File: src/rtl/rf_pkg.sv
// Shared types and default geometry for the multi-port integer register file.
// The core and the testbench both import this package.
package rf_pkg;

    typedef enum logic {
        IDLE = 1'b0,
        INIT = 1'b1
    } rf_state_e;

    localparam int unsigned RF_XLEN    = 32;
    localparam int unsigned RF_NREG    = 32;
    localparam int unsigned RF_NRD     = 2;
    localparam int unsigned RF_NWR     = 1;
    localparam int unsigned RF_SP_IDX  = 2;
    localparam logic [31:0] RF_SP_INIT = 32'h0000_0500;

endpackage

File: src/rtl/rf_init_seq.sv
// Reset-clear sequencer: walks every register index once after reset, one per cycle,
// so the array can be cleared without a parallel reset on the storage.
module rf_init_seq
    import rf_pkg::*;
#(
    parameter int unsigned      XLEN    = RF_XLEN,
    parameter int unsigned      NREG    = RF_NREG,
    parameter int unsigned      AW      = $clog2(NREG),
    parameter int unsigned      SP_IDX  = RF_SP_IDX,
    parameter logic [XLEN-1:0]  SP_INIT = RF_SP_INIT
) (
    input  logic            clk_i,
    input  logic            rst_i,
    output logic            busy_o,
    output logic            sweep_we_o,
    output logic [AW-1:0]   sweep_addr_o,
    output logic [XLEN-1:0] sweep_data_o
);

    localparam logic [AW-1:0] LAST_IDX = AW'(NREG - 1);
    localparam logic [AW-1:0] SP_ADDR  = AW'(SP_IDX);

    rf_state_e       state_q;
    logic [AW-1:0]   idx_q;
    logic            busy_q;

    always_ff @(posedge clk_i) begin
        if (rst_i) begin
            state_q <= INIT;
            idx_q   <= '0;
            busy_q  <= 1'b1;
        end else begin
            case (state_q)
                INIT: begin
                    idx_q <= idx_q + 1'b1;
                    if (idx_q == LAST_IDX) begin
                        state_q <= IDLE;
                        busy_q  <= 1'b0;
                    end
                end
                default: begin
                end
            endcase
        end
    end

    // Holding rst keeps the sweep parked at index 0 without writing.
    assign sweep_we_o   = (state_q == INIT) && !rst_i;
    assign sweep_addr_o = idx_q;
    assign sweep_data_o = (idx_q == SP_ADDR) ? SP_INIT : '0;
    assign busy_o       = busy_q;

endmodule

File: src/rtl/reg_file_mp.sv
// Parametrised multi-port integer register file with same-cycle write-to-read bypass,
// write-port priority (highest index wins) and a sequential reset-clear sweep.
module reg_file_mp
    import rf_pkg::*;
#(
    parameter int unsigned      XLEN    = RF_XLEN,
    parameter int unsigned      NREG    = RF_NREG,
    parameter int unsigned      AW      = $clog2(NREG),
    parameter int unsigned      NRD     = RF_NRD,
    parameter int unsigned      NWR     = RF_NWR,
    parameter int unsigned      SP_IDX  = RF_SP_IDX,
    parameter logic [XLEN-1:0]  SP_INIT = RF_SP_INIT
) (
    input  logic                 clk,
    input  logic                 rst,
    input  logic [NRD*AW-1:0]    rd_addr,
    output logic [NRD*XLEN-1:0]  rd_data,
    input  logic [NWR-1:0]       wr_en,
    input  logic [NWR*AW-1:0]    wr_addr,
    input  logic [NWR*XLEN-1:0]  wr_data,
    output logic                 init_busy
);

    logic [XLEN-1:0] mem_q [NREG];

    logic            sweep_we;
    logic [AW-1:0]   sweep_addr;
    logic [XLEN-1:0] sweep_data;
    logic [NWR-1:0]  wr_act;

    rf_init_seq #(
        .XLEN    (XLEN),
        .NREG    (NREG),
        .AW      (AW),
        .SP_IDX  (SP_IDX),
        .SP_INIT (SP_INIT)
    ) u_init_seq (
        .clk_i        (clk),
        .rst_i        (rst),
        .busy_o       (init_busy),
        .sweep_we_o   (sweep_we),
        .sweep_addr_o (sweep_addr),
        .sweep_data_o (sweep_data)
    );

    // A user write is architectural only outside the sweep and never to x0.
    for (genvar w = 0; w < NWR; w++) begin : g_wr
        assign wr_act[w] = wr_en[w] && !init_busy && (wr_addr[w*AW +: AW] != '0);
    end

    always_ff @(posedge clk) begin
        if (sweep_we) begin
            mem_q[sweep_addr] <= sweep_data;
        end else begin
            for (int unsigned w = 0; w < NWR; w++) begin
                if (wr_act[w]) begin
                    mem_q[wr_addr[w*AW +: AW]] <= wr_data[w*XLEN +: XLEN];
                end
            end
        end
    end

    for (genvar p = 0; p < NRD; p++) begin : g_rd
        logic [AW-1:0]   ra;
        logic [XLEN-1:0] rv;

        assign ra = rd_addr[p*AW +: AW];

        always_comb begin
            rv = mem_q[ra];
            for (int unsigned w = 0; w < NWR; w++) begin
                if (wr_act[w] && (wr_addr[w*AW +: AW] == ra)) begin
                    rv = wr_data[w*XLEN +: XLEN];
                end
            end
            if (init_busy || (ra == '0)) begin
                rv = '0;
            end
        end

        assign rd_data[p*XLEN +: XLEN] = rv;
    end

endmodule

File: config.mk
export PLATFORM = sky130hd
export DESIGN_NAME = reg_file_mp
export DESIGN_NICKNAME = d
export VERILOG_FILES = /design/src/rtl/rf_pkg.sv /design/src/rtl/rf_init_seq.sv /design/src/rtl/reg_file_mp.sv
export SDC_FILE = /design/constraint.sdc
export NUM_CORES = 1
export LEC_CHECK = 0
export CORE_UTILIZATION = 40
export DETAILED_ROUTE_END_ITERATION = 8
export PLACE_DENSITY = 0.58
export SLEW_MARGIN = 20
export SYNTH_ARGS = -nofsm -noshare
export SYNTH_HDL_FRONTEND = slang
export SYNTH_SLANG_ARGS = --single-unit
export TNS_END_PERCENT = 5
File: constraint.sdc
create_clock -name clk -period 17.15 [get_ports clk]
set_input_delay 5.145 -clock clk [delete_from_list [all_inputs] [get_ports clk]]
set_output_delay 5.145 -clock clk [all_outputs]
set_load 0.02 [all_outputs]
==> results by group, run 1 <==
Outcome
  • Status: complete, no violations

Setup path
  • Register-to-Register Path Depth: 7
  • Critical path data required time: approximately 12 ns
  • Startpoint types: primary input
  • CP max stage delay: between 0.7 and 0.8 ns
  • FF-to-FF setup slack: between 10 and 15 ns
  • Max FO, Critical Path: a little over 50
  • Setup CP Type: primary input to primary output
  • CP max-delay cell: clkdlybuf4s50_1
  • CP dominant cell by count: buf_4
  • CP arrival: approximately 9.5 ns
  • Crit path cell chain: buf_2 > buf_4 > nor2_4 > buf_4 > nand2_1 > o221ai_1 > a221oi_1 > o31ai_1 > clkdlybuf4s50_1
  • R2r startpoint: u_init_seq.busy_o
  • Critical path endpoint category: primary output
  • FF-to-FF End: mem_q[9][15]

Place
  • Placer Congestion: 0.820
  • Port bufs: 114
  • DP HPWL: between 80000 and 90000 microns

STA
  • Max_slew headroom: 0.179
  • RSZ-0062 raised after global routing: no
  • Final min period: 14.62 ns
  • Final setup fails: 0
  • Worst Skew: about 0.022 ns
  • Setup Total Neg Slack: 0 ns
  • Worst-Margin Slew: between 1 and 1.5 ns
  • Fin. Hold Viols: 0
  • Max Slew Vio Count: 0
  • Tcrit/Tclk final: 0.852
  • Fmax: between 0.06 and 0.07 GHz

Global routing
  • Total grt overflow: 0
  • Overall Global Routing Usage: 0.264
  • Initial antenna violation count: 5
  • First-pass GRT wire length: 228000 microns
  • Largest net degree at the start of global routing: ~120
  • Vias in the first global route: between 20000 and 30000

Clock network
  • H-tree levels: 3
  • CTS tree: done
  • Max clock buf depth: 3
  • Clock transition at path regs: ~0.060 ns
  • Cts repair resizes: 0
  • Setup Buffers After CTS: 0
  • Root Buffer: clkbuf_16
  • Post-CTS Hold Buffers: 0
  • Skew-Pair Late Insertion Delay: 0.69 ns
  • Cts bufs inserted: 107
  • Clock sink count: approximately 1000

Power
  • Clock power frac: 0.420
  • Psw: ~1200 uW
  • PwrDens: around 98 nW/um^2
  • Sw Ratio: 0.226
  • Peak supply drop: approximately 0.000076 V
  • Int Pwr: between 4000 and 5000 uW
  • Sequential Power Share: 0.510
  • Leakage: roughly 0.016 uW
  • Logic pwr share: 0.069

Routing
  • Pre-antenna DRT Iters: 6
  • Vias per cell: ~6.7
  • WL/cell: approximately 37 microns
  • Remaining DRCs: 0
  • WL final: around 160000 microns
  • DR iter-0 viols: 3988
  • DR vias: between 20000 and 30000
  • ANT nets after route: 0

Floorplan
  • DIE WIDTH: 350 microns
  • Die height: between 300 and 400 microns
  • Rows: 127
  • # IOs: around 120
  • Die area: around 120000 sq um
  • Core Area: ~120000 sq um
  • Initial core utilization: 0.404

Min path
  • Hold Crit Endpoint: u_init_seq.sweep_addr_o[1]
  • Min-Delay Path Class: flop to flop
  • Hold path depth: 2
  • HP Start: u_init_seq.sweep_addr_o[1]

Synthesis
  • Count of cell types in the netlist: approximately 60
  • Syn Nets: around 2700
  • Register area share after synthesis: 0.637
  • EDFF count, synth: 1024
  • Share of the synthesized area in the top cell type: 0.634
  • Async SR Flop Fraction: 0
  • Mean post-synth cell area: approximately 18 sq um
  • Post-synthesis cell count: ~2600
  • Synthesized flop and latch total: just over 1000
  • Synthesized area: approximately 49000 sq um
  • Synth warn: 0
  • Dominant synthesized flop cell: edfxtp_1
  • Cell taking the most area after synthesis: edfxtp_1
  • Top post-synthesis cells by area: edfxtp_1 63%, mux4_2 18%, mux2i_1 5.6%

Final layout
  • Fillers: ~10000
  • Register area: between 30000 and 40000 sq um
  • Syn-to-layout area delta: 13.4%
  • Post-layout util: 0.458
  • # nets final: roughly 2800
  • Share of layout cells above drive strength 1: 0.255
  • Area of the multi-input gates: 16900 sq um

Flow run
  • Max Cap Viol: 0
-- logic make-up (layout without fill, tap and decap cells) --
kind of cell | after synthesis | count (layout) | synth area share
multiplexers | 698 | 698 | 0.243
AND/OR/NAND/NOR | 199 | 199 | 0.0191
AO/OA/AOI/OAI | 464 | 464 | 0.0763
adder cells (fa/ha/maj) | 3 | 3 | 0.000774
other | 0 | 1 | 0
buffers and inverters | 227 | 391 | 0.0215
XOR/XNOR | 13 | 13 | 0.00235
flip-flops | 1031 | 1031 | 0.637
-- state kept, by name, indices dropped and copies added (netlist names) --
name	flops
u_init_seq.state_q	1
u_init_seq.sweep_addr_o	5
u_init_seq.busy_o	1
mem_q	1024
-- routing by layer --
metal,vias up,global-route usage,share of wire
met5,-,0,0.000080
met4,2,0.0914,0.039
met3,352,0.0657,0.12
met2,1911,0.411,0.46
met1,15800,0.362,0.39
li1,11600,-,-
-- layout make-up --
cell class / instances / area share
diodes: 1 / 0.0000455
clock buffers: 136 / 0.0518
clock inverters: 55 / 0.00882
inverters: 7 / 0.000478
multi-input cells: 1377 / 0.308
flip-flops and latches: 1031 / 0.562
well taps: 1612 / 0.0367
repair buffers: 193 / 0.0331
-- worst max-delay path by stage --
stage	cells after the start	slack, ns	start	to
after floorplan	8	4.98	rd_addr[1]	rd_data[30]
after global placement	9	2.62	rd_addr[2]	rd_data[23]
after detailed placement	9	2.58	rd_addr[2]	rd_data[23]
after CTS	9	2.56	rd_addr[2]	rd_data[23]
after global routing	8	2.50	rd_addr[2]	rd_data[26]
final	9	2.53	rd_addr[3]	rd_data[15]
-- power by group through the flow --
stage / clock [uW] / combinational, uW / sequential, uW
2_1_floorplan: 0 / 242 / 2810
3_3_place_gp: 0 / 365 / 2810
5_1_grt: 2390 / 387 / 2760
4_1_cts: 2300 / 369 / 2760
3_5_place_dp: 0 / 368 / 2810
6_report: 2270 / 373 / 2760
-- Yosys cell counts, types with 4 or more instances --
master,number
a21oi_1,52
o22ai_1,4
mux4_2,380
mux2i_1,271
o221ai_1,56
xnor2_1,10
inv_1,7
buf_2,77
o21ai_1,4
a2111oi_0,4
buf_1,14
a221o_1,36
edfxtp_1,1024
dfxtp_1,7
a22o_1,4
a21o_1,12
a22oi_1,114
buf_4,17
a221oi_1,110
nand2_1,86
buf_6,4
nor3_1,6
nor2b_1,8
nor2_1,44
o31ai_1,18
and2_1,32
nand2b_1,4
o21bai_1,32
clkbuf_1,108
mux2_2,47
-- layout by cell type (no fill, tap or decap), types with 4 or more instances in the layout --
cell / n
edfxtp_1: 1024
mux4_2: 380
mux2i_1: 271
a22oi_1: 114
a221oi_1: 110
clkbuf_16: 110
clkdlybuf4s50_1: 105
nand2_1: 86
buf_4: 70
o221ai_1: 56
a21oi_1: 52
mux2_2: 47
a221o_1: 36
nor2_4: 33
o21bai_1: 32
and2_1: 27
clkinv_1: 26
clkbuf_1: 26
o31ai_1: 18
clkinv_2: 15
a21o_1: 12
nor2_1: 11
xnor2_1: 10
bufinv_16: 8
buf_12: 7
dfxtp_1: 7
inv_1: 6
nor2b_1: 5
and2_2: 5
o21ai_1: 4
o22ai_1: 4
a22o_1: 4
nor3_2: 4
nand2b_1: 4
buf_8: 4
buf_2: 4
-- through the flow --
| stage | std cells | total power [uW] | area (sq um) | hold slack [ns] | setup slack [ns] |
|---|---|---|---|---|---|
| global placement | 4217 | 3180 | 51600 | 0.549 | 2.62 |
| CTS | 4409 | 5430 | 55000 | 0.569 | 2.56 |
| floorplan | 2635 | 3050 | 48500 | 0.514 | 4.98 |
| global route | 4411 | 5540 | 55000 | 0.609 | 2.50 |
| finish | 4412 | 5410 | 55000 | 0.577 | 2.53 |
| detailed placement | 4218 | 3180 | 51700 | 0.555 | 2.58 |
-- critical path, delay by kind of cell --
family          cells  cell delay, ns
buf+inv             4            2.42
compound gates      3            1.16
simple gates        2            0.69
No activity file was read; power rests on OpenSTA's default activity.
==> run 2, diff against run 1 <==
Settings changed: CTS_BUF_LIST set to sky130_fd_sc_hd__clkbuf_4 sky130_fd_sc_hd__clkbuf_8 sky130_fd_sc_hd__clkbuf_16.
==> run 2 against run 1 <==
  * Power increased by 0.75%
  * Fmax decreased by 0.26%
  * Clock-buffer cell count unchanged
  * Global-route usage about the same
  * Utilization increased by 0.079 points
  * Sequential cell count unchanged
  * Cell count about the same
  * Sequential power about the same
  * Via count about the same
  * Sequential share of layout area decreased by 0.097 points
  * Clock power increased by 2%
  * Largest cell class unchanged
  * Largest power group unchanged
  * Highest routed layer unchanged
==> results by group, run 2 (same netlist as run 1, synthesis figures left out) <==
Outcome
  • Status: complete, no violations

Floorplan
  • Die height: 350 microns
  • Die area: 123000 sq um
  • Core Area: about 120000 sq um
  • Rows: 127
  • # IOs: approximately 120
  • Initial core utilization: 0.404
  • DIE WIDTH: 350 microns

Clock network
  • Setup Buffers After CTS: 0
  • Clock sink count: between 1000 and 1500
  • Max clock buf depth: 3
  • Cts repair resizes: 0
  • H-tree levels: 3
  • Cts bufs inserted: approximately 110
  • Clock transition at path regs: about 0.060 ns
  • Root Buffer: clkbuf_16
  • CTS tree: done
  • Skew-Pair Late Insertion Delay: around 0.70 ns
  • Post-CTS Hold Buffers: 0

Routing
  • Top Layer Used: met5
  • Metal2 WL: 74900 microns
  • Met3 WL: 18200 microns
  • Remaining DRCs: 0
  • WL final: between 150000 and 200000 microns
  • M1 wire length: approximately 63000 microns
  • DR vias: slightly below 30000
  • ANT nets after route: 0
  • WL/cell: 36.8 microns
  • Pre-antenna DRT Iters: 6
  • DR iter-0 viols: between 3000 and 4000
  • Vias per cell: ~6.7

Global routing
  • Largest net degree at the start of global routing: ~120
  • Vias in the first global route: about 30000
  • Initial antenna violation count: 5
  • First-pass GRT wire length: approximately 230000 microns
  • Total grt overflow: 0
  • Overall Global Routing Usage: 0.264

Final layout
  • Final non-filler cell total: about 4400
  • Most frequent cells in the layout: 1024 x edfxtp_1, 380 x mux4_2, 271 x mux2i_1
  • Most flops, register: mem_q
  • Post-Layout Inst Area: approximately 55000 sq um
  • Share of layout cells above drive strength 1: 0.265
  • Number of flip-flops in the largest register: approximately 1000
  • Ant diodes: 0
  • # nets final: roughly 2800
  • Syn-to-layout area delta: 13.6%
  • Most common cell after layout, fill and taps aside: edfxtp_1

STA
  • Max Slew Vio Count: 0
  • Worst Skew: roughly 0.028 ns
  • Fin. Hold Viols: 0
  • Fmax: slightly below 0.07 GHz
  • Setup Total Neg Slack: 0 ns
  • Worst-Margin Slew: roughly 1.3 ns
  • Final min period: roughly 15 ns
  • Final setup fails: 0
  • Tcrit/Tclk final: 0.855
  • Max_slew headroom: 0.152
  • RSZ-0062 raised after global routing: no

Setup path
  • Critical path endpoint category: primary output
  • CP max stage delay: between 0.9 and 1 ns
  • Setup CP Type: primary input to primary output
  • Crit path cell chain: buf_6 > buf_4 > or3_1 > o31a_1 > o41ai_4 > buf_4 > o31ai_1 > clkdlybuf4s50_1
  • CP arrival: 9.51 ns
  • Startpoint types: primary input
  • Critical path data required time: ~12 ns
  • CP max-delay cell: o31ai_1
  • Max FO, Critical Path: 38
  • CP dominant cell by count: buf_4

Power
  • Logic pwr share: 0.069
  • Peak supply drop: around 0.000076 V
  • Int Pwr: approximately 4200 uW
  • Pwr Total: ~5500 uW
  • Sw Ratio: 0.224
  • Sequential Power Share: 0.507
  • Psw: approximately 1200 uW
  • Clock power frac: 0.425
  • PwrDens: just under 100 nW/um^2
  • Leakage: ~0.016 uW

Place
  • Placer Congestion: 0.820
  • Port bufs: around 110
  • DP HPWL: around 86000 microns
  • Area post-placement: just over 50000 sq um
  • DP Cell Count: 4218

Flow run
  • Max Cap Viol: 0

Min path
  • Min-Delay Path Class: flop to flop
[run 2: cell types whose count changed in the layout (fill, tap and decap cells not counted)]
cell      previous run  this run
clkbuf_1            26         0
diode_2              1         0
clkbuf_4             2        28
[run 2: final timing paths]
path | startpoint | endpoint | slack [ns] | cells after the start
worst max-delay path | rd_addr[2] | rd_data[17] | 2.49 | 8
worst min-delay path | u_init_seq.sweep_addr_o[1] | u_init_seq.sweep_addr_o[1] | 0.58 | 2
worst max register to register | u_init_seq.busy_o | mem_q[9][15] | 13.02 | 7
worst min register to register | u_init_seq.sweep_addr_o[1] | u_init_seq.sweep_addr_o[1] | 0.58 | 2
[run 2: per-stage QoR]
step / hold WS (ns) / setup slack [ns] / utilization
3_5_place_dp: 0.555 / 2.58 / 0.430
5_1_grt: 0.609 / 2.50 / 0.459
6_report: 0.580 / 2.49 / 0.459
3_3_place_gp: 0.549 / 2.62 / 0.430
4_1_cts: 0.569 / 2.56 / 0.459
2_1_floorplan: 0.514 / 4.98 / -
[run 2: worst max-delay path: cells and delay by family]
family          cells  cell delay [ns]
compound gates      3             1.31
buf+inv             4             2.06
simple gates        1             0.84
[run 2: cell type report]
cell class / instances / area [sq um]
Fill cell: 10200 / 65000
Sequential cell: 1031 / 30900
Multi-Input combinational cell: 1377 / 16900
Clock buffer: 136 / 2950
Tap cell: 1612 / 2020
Timing Repair Buffer: 193 / 1820
Clock inverter: 55 / 485
Inverter: 7 / 26.3
[run 2: metal layers]
layer | GRT usage | vias to the layer above
met5 | 0 | -
met4 | 0.0905 | 2
met3 | 0.0659 | 350
met2 | 0.412 | 1849
met1 | 0.362 | 15800
li1 | - | 11600
[run 2: power by group through the flow]
| stage | registers, uW | clock network, uW | logic, uW |
|---|---|---|---|
| 3_3_place_gp | 2810 | 0 | 365 |
| 4_1_cts | 2760 | 2340 | 369 |
| 2_1_floorplan | 2810 | 0 | 242 |
| 3_5_place_dp | 2810 | 0 | 368 |
| 6_report | 2760 | 2310 | 374 |
| 5_1_grt | 2760 | 2430 | 387 |
